===== config.mk =====
export PLATFORM = sky130hd
export DESIGN_NAME = popcount_frame_accumulator
export DESIGN_NICKNAME = d
export VERILOG_FILES = /design/src/rtl/popcount_frame_accumulator.sv
export SDC_FILE = /design/constraint.sdc
export NUM_CORES = 1
export LEC_CHECK = 0
export BUFFER_PORTS_ARGS = -buffer_cell sky130_fd_sc_hd__buf_2
export CAP_MARGIN = 30
export CORE_UTILIZATION = 57
export DETAILED_ROUTE_END_ITERATION = 10
export PLACE_DENSITY = 0.8
export REMOVE_ABC_BUFFERS = 1
export SYNTH_ARGS = -nofsm -noshare
export SYNTH_HDL_FRONTEND = slang
export SYNTH_SLANG_ARGS = --single-unit
export TNS_END_PERCENT = 10

===== constraint.sdc =====
create_clock -name clk -period 3.9 [get_ports clk]
set_clock_uncertainty 0.15 [all_clocks]
set_input_delay 0 -clock clk [delete_from_list [all_inputs] [get_ports clk]]
set_output_delay 0 -clock clk [all_outputs]
set_load 0.01 [all_outputs]

===== src/rtl/popcount_frame_accumulator.sv =====
// rtl/popcount_frame_accumulator.sv - frame popcount accumulator over a bank of 5:3 counter triples
// Optional build macro: POPACC_SAT_EN (saturate instead of wrapping on overflow).
module popcount_frame_accumulator #(
    parameter int LANES = 4,
    parameter int ACC_W = 16
) (
    input  logic             clk,
    input  logic             rst_n,
    input  logic             in_valid,
    output logic             in_ready,
    input  logic             in_last,
    input  logic [LANES-1:0] in_sum,
    input  logic [LANES-1:0] in_carry,
    input  logic [LANES-1:0] in_cout,
    output logic             out_valid,
    input  logic             out_ready,
    output logic [ACC_W-1:0] out_count,
    output logic             out_ovf,
    output logic             out_err
);

    localparam int S1W = $clog2(7*LANES+1);

    typedef enum logic [1:0] {ACCUM, DRAIN, HOLD} state_t;

    state_t           state;
    state_t           state_nxt;
    logic             accept;

    logic [S1W-1:0]   lane_sum;
    logic             lane_err;

    logic             s1_valid;
    logic             s1_last;
    logic             s1_err;
    logic [S1W-1:0]   s1_val;

    logic [ACC_W-1:0] acc;
    logic             first;
    logic             ovf_f;
    logic             err_f;

    logic [ACC_W:0]   s1_ext;
    logic [ACC_W:0]   acc_base;
    logic [ACC_W:0]   nacc;
    logic             ovf_now;
    logic             err_now;
    logic [ACC_W-1:0] acc_nxt;

    assign accept = in_valid & in_ready;

    // Codes 6 and 7 are the only ones with both the weight-4 and weight-2 bits set.
    always_comb begin
        lane_sum = '0;
        lane_err = 1'b0;
        for (int i = 0; i < LANES; i++) begin
            lane_sum = lane_sum + S1W'({in_cout[i], in_carry[i], in_sum[i]});
            lane_err = lane_err | (in_cout[i] & in_carry[i]);
        end
    end

    always_ff @(posedge clk or negedge rst_n) begin
        if (!rst_n) begin
            s1_valid <= 1'b0;
            s1_last  <= 1'b0;
            s1_err   <= 1'b0;
            s1_val   <= '0;
        end else if (accept) begin
            s1_valid <= 1'b1;
            s1_last  <= in_last;
            s1_err   <= lane_err;
            s1_val   <= lane_sum;
        end else begin
            s1_valid <= 1'b0;
        end
    end

    // Stage 2: the first beat of a frame starts from zero and clears the sticky flags.
    always_comb begin
        s1_ext   = (ACC_W+1)'(s1_val);
        acc_base = first ? '0 : {1'b0, acc};
        nacc     = acc_base + s1_ext;
        ovf_now  = nacc[ACC_W] | (~first & ovf_f);
        err_now  = s1_err | (~first & err_f);
`ifdef POPACC_SAT_EN
        acc_nxt  = ovf_now ? {ACC_W{1'b1}} : nacc[ACC_W-1:0];
`else
        acc_nxt  = nacc[ACC_W-1:0];
`endif
    end

    always_ff @(posedge clk or negedge rst_n) begin
        if (!rst_n) begin
            acc       <= '0;
            first     <= 1'b1;
            ovf_f     <= 1'b0;
            err_f     <= 1'b0;
            out_count <= '0;
            out_ovf   <= 1'b0;
            out_err   <= 1'b0;
        end else if (s1_valid) begin
            if (s1_last) begin
                out_count <= acc_nxt;
                out_ovf   <= ovf_now;
                out_err   <= err_now;
                acc       <= '0;
                first     <= 1'b1;
                ovf_f     <= 1'b0;
                err_f     <= 1'b0;
            end else begin
                acc   <= acc_nxt;
                first <= 1'b0;
                ovf_f <= ovf_now;
                err_f <= err_now;
            end
        end
    end

    always_ff @(posedge clk or negedge rst_n) begin
        if (!rst_n) begin
            state <= ACCUM;
        end else begin
            state <= state_nxt;
        end
    end

    always_comb begin
        state_nxt = state;
        in_ready  = 1'b0;
        out_valid = 1'b0;
        case (state)
            ACCUM: begin
                in_ready = 1'b1;
                if (accept && in_last) begin
                    state_nxt = DRAIN;
                end
            end
            DRAIN: begin
                if (s1_valid && s1_last) begin
                    state_nxt = HOLD;
                end
            end
            HOLD: begin
                out_valid = 1'b1;
                if (out_ready) begin
                    state_nxt = ACCUM;
                end
            end
            default: state_nxt = ACCUM;
        endcase
    end

endmodule


After elaboration in Yosys (flattened, before gate mapping) --
Cells that the tools add are included.
Word-level totals: register bits after elaboration 47, bits in latches 0, RAM bits 0, memory bits (read-only) 0, output and inout port bits 20, logic and storage cells 51, memories kept 0
Cells by class: add/sub/neg operators 4, $mul 0, divide/modulo/power cells 0, magnitude comparators 0, equal/unequal tests 5, shift-type cells 0, multiplexer cells 12, bitwise logic cells 13, reduce and logical (&&, ||, !) cells 5
Operators with widths (count):
- 16-bit 2-to-1 mux | 2
- 16-bit by 5-bit adder with 17-bit output | 1
- 1-bit bitwise AND | 7
- 1-bit 2-to-1 mux | 6
- 2-bit 2-to-1 mux | 3
- 2-bit != test (second input constant) | 3
- 2-bit case mux with 3 select lines | 1
- 4-bit by 3-bit adder with 5-bit output | 1
- 5-bit by 3-bit adder with 5-bit output | 1
- 1-bit bitwise OR | 5
- 3-bit by 3-bit adder with 4-bit output | 1
- 3-bit AND reduction | 1
- 2-bit by 1-bit equality test with 1-bit output (second input constant) | 1
- 2-bit equality test (second input constant) | 1
- 1-bit logical AND | 2
- 2-bit logical NOT | 1
- 2-bit AND reduction | 1
- 1-bit NOT | 1

Longest topological paths before layout --
depth after elaboration 6, gate-level depth with buffers 10

Least setup slack after synthesis --
Ideal clock, no wire load.
path type register to register, start point register first, end point register out_count[6], arrival time 2.128 ns, path slack 1.493 ns, stages on the path, launching flop included 11, clock period less this slack 2.407 ns, cell sequence dfstp_2 -> buf_2 -> nor2_1 -> ha_1 -> fa_1 -> a21oi_1 -> o21ai_0 -> buf_2 -> nand2_1 -> xor2_1 -> o31ai_1
On the way: word-level cells in the longest chain between the ends 2
RTL lines:
- start: declaration | RTL line 39 | logic first;
- start signal: assignment | RTL line 95 | first <= 1'b1;
- start signal: assignment | RTL line 107 | first <= 1'b1;
- start signal: assignment | RTL line 112 | first <= 1'b0;
- 16-bit 2-to-1 mux | RTL line 81 | acc_base = first ? '0 : {1'b0, acc};
- 16-bit by 5-bit adder with 17-bit output | RTL line 82 | nacc = acc_base + s1_ext;
- end signal: assignment | RTL line 103 | out_count <= acc_nxt;
- end: declaration | RTL line 17 | output logic [ACC_W-1:0] out_count,
Every way passes these cells. A chain may end at the register's enable or synchronous reset.

Worst setup path after layout --
start point register first, end point register acc[15]
On the way: word-level cells in the longest chain between the ends 3
RTL lines:
- 16-bit 2-to-1 mux | RTL line 81
- 16-bit by 5-bit adder with 17-bit output | RTL line 82
- 16-bit 2-to-1 mux | RTL line 102 | if (s1_last) begin
- end signal: assignment | RTL line 111 | acc <= acc_nxt;
- end: declaration | RTL line 38 | logic [ACC_W-1:0] acc;
Every way passes these cells.

==> summary.md <==
| Metric | Value |
|---|---|
| Status | `complete, no violations` |
| Post-synth EDFFs | `0` |
| Initial antenna violation count | `0` |
| Startpoint types | `register` |
| Critical Path RT | `just under 4 ns` |
| CP Class | `register to register` |
| Die width | `69.5 µm` |
| Leakage | `~1.5 nW` |
| MaxCap Viol Count | `0` |
| Endpoint class of the critical path | `register` |
| Worst Tran Pin Value | `~0.64 ns` |
| Cell Chain, Critical Path | `nor2b_1 -> ha_1 -> nand3_1 -> o211ai_2 -> nand4_2 -> and3_1 -> a211o_1` |
| Buffer count from post-CTS setup fixing | `0` |
| Synthesized instance count | `between 200 and 300` |
| Unrepaired setup endpoints after global routing | `false` |
| CTS Buf Count | `5` |
| Critical Path AT | `between 2 and 3 ns` |
| CP top delay family | `compound AO/OA/AOI/OAI gates` |
| Final wirelength | `between 5 and 6 mm` |
| Seq/Total Area, Yosys | `a little under half` |
| VDD IR-drop max | `between 300 and 400 µV` |
| Crit path from | `first$_DFFE_PN1P_` |
| Nets | `about 340` |
| Power Density | `a little under 600 nW/µm²` |
| Worst Hold Class | `primary input to async pin` |
| 1st-pass router iterations | `4` |
| Worst Path Max Fanout | `15` |
| N_diodes | `0` |
| First-pass GRT wire length | `between 9 and 10 mm` |
| Top-level I/O count | `37` |
| Clock transition at path regs | `around 0.090 ns` |
| Vias/cell | `around 5.6` |
| Die area | `between 4000 and 5000 µm²` |
| Max-slew violations | `0` |
| Tmin final | `2.70 ns` |
| Dpl hpwl | `between 3 and 4 mm` |
| Clock Latency Late Sink | `just over 0.3 ns` |
| Hold Fails Final Rpt | `0` |
| All-layer global routing usage | `between 20% and 30%` |
| Rows | `24` |
| Fmax | `370 MHz` |
| Yosys warning total | `0` |
| Synth area leaders | `dfrtp_1, o21ai_0, nand2_1` |
| DP Area | `between 2000 and 3000 µm²` |
| Top cell types by occurrence after synthesis | `dfrtp_1, nand2_1, o21ai_0, inv_1` |
| Slew HR | `between 50 and 60%` |
| Gpl congestion | `~0.9` |
| Slowest-stage cell, CP | `dfstp_2` |
| Post-synth top area share | `44.3%` |
| Synth Flop Type | `dfrtp_1` |
| Clock root cell | `clkbuf_8` |
| # setup viols final | `0` |
| Fin area | `a little over 3000 µm²` |
| Most common cell in the netlist | `dfrtp_1` |
| Mean post-synth cell area | `9.73 µm²` |
| Largest net degree at the start of global routing | `28` |
| Wire per inst | `14.1 µm` |
| Port bufs | `36` |
| Starting density of the core | `59.7%` |
| TritonCTS clock tree | `done` |
| Worst r2r src | `first$_DFFE_PN1P_` |
| Routed Antenna Nets | `0` |
| Synth area leader | `dfrtp_1` |
| H-tree lvl count | `2` |
| Number of synthesized register bits | `47` |
| Asr flop ratio synth | `100%` |
| Core Util, Final | `69.5%` |
| Fin crit share | `between 60 and 70%` |
| CTS Sinks | `47` |
| Detailed router's first-iteration violation count | `between 100 and 150` |
| Mapped cell area | `~2600 µm²` |
| Remaining Overflow, GRT | `0` |
| Die height | `between 60 and 70 µm` |
| Bufs on Longest Clock Path | `2` |
| Vias in the first global route | `between 2k and 2.5k` |
| DRC violation count after routing | `0` |
| Routed via count | `between 2k and 2.5k` |
| CORE AREA | `about 4400 µm²` |
| Buf/Inv on CP | `0` |
| Layout cells sized above 1 | `between 20% and 30%` |
| Post-synthesis cell type count | `between 40 and 50` |
| Setup TNS | `0 ns` |
| Max incr delay on CP | `0.70 ns` |
| Area growth syn-to-layout | `16.5%` |
## stage by stage
step / setup slack (ns) / hold WS [ns] / std cells / total power [W]
finish: 1.20 / 0.0353 / 361 / 0.00180
detailed placement: 1.22 / -0.149 / 346 / 0.00142
global route: 0.970 / 0.0753 / 361 / 0.00194
CTS: 1.20 / 0.0595 / 361 / 0.00181
global placement: 0.870 / 0.0798 / 343 / 0.00138
floorplan: 1.28 / -0.446 / 255 / 0.00119
## per-layer routing
metal	wire, µm	vias up	track usage, %
li1	-	997	-
met1	2230	976	30.4
met2	2500	55	39.4
met3	241	10	4.65
met4	108	0	9.30
met5	0	-	0
## final timing paths
check | to | slack [ns] | cells past startpoint
min in group clk | s1_val[0]$_DFFE_PN0P_ | 0.06 | 4
worst min-delay path | acc[9]$_DFFE_PN0P_ | 0.04 | 2
worst min register to register | out_count[9]$_DFFE_PN0P_ | 0.33 | 2
max in group asynchronous | acc[1]$_DFFE_PN0P_ | 3.05 | 3
worst max register to register | acc[15]$_DFFE_PN0P_ | 1.20 | 7
worst max-delay path | acc[15]$_DFFE_PN0P_ | 1.20 | 7
## report_power, final
group / total, W / leakage [nW] / internal (W) / switching [W]
combinational: 0.000691 / 0.804 / 0.000291 / 0.000401
clock: 0.000380 / 0.0618 / 0.000211 / 0.000169
sequential: 0.000729 / 0.617 / 0.000612 / 0.000117
total: 0.00180 / 1.48 / 0.00111 / 0.000687
## state kept, by name (all words and copies together), names as in the netlist
register,flops
acc,16
out_count,16
s1_val,5
state,2
err_f,1
first,1
out_err,1
out_ovf,1
ovf_f,1
s1_err,1
s1_last,1
s1_valid,1
## timing repair
item	CTS	global route
endpoints found under the setup margin	0	0
resized for setup	0	0
endpoints found under the hold margin	52	0
hold buffers	7	0
## area by class of cell
class / instances / area [µm²]
clock inverters: 2 / 38.8
clock buffers: 6 / 82.6
well taps: 52 / 65.1
repair buffers: 46 / 293
flip-flops and latches: 47 / 1180
fillers: 345 / 1330
inverters: 22 / 82.6
multi-input cells: 186 / 1290
## logic make-up after synthesis
family / Yosys count / synth area share, %
buf+inv: 34 / 5.15
flops: 47 / 45.3
mux: 6 / 2.60
compound gates: 72 / 17.2
simple gates: 76 / 14.6
fa+ha+maj: 16 / 9.73
xor+xnor: 16 / 5.39
## layout by cell type, fill, tap and decap left out, types with 2 or more instances in the layout
cell type / n
fa_1: 7
o31ai_1: 10
inv_1: 21
dfrtp_1: 46
and3_2: 3
o2bb2ai_1: 5
nand3_1: 5
nor2_1: 13
buf_2: 36
clkbuf_8: 6
a21oi_1: 13
o21bai_1: 2
nand2_1: 38
nand3b_1: 2
mux2_2: 6
nor2b_1: 7
o21ai_0: 29
ha_1: 9
a22o_1: 2
a31oi_1: 3
xor2_1: 3
dlygate4sd3_1: 7
xnor2_1: 13
## worst register-to-register path: stages (launching register included)
cell and delay, ns:
dfstp_2 0.70, nor2b_1 0.09, ha_1 0.37, nand3_1 0.12
o211ai_2 0.49, nand4_2 0.22, and3_1 0.23, a211o_1 0.22
(Power assumes the default switching activity.)
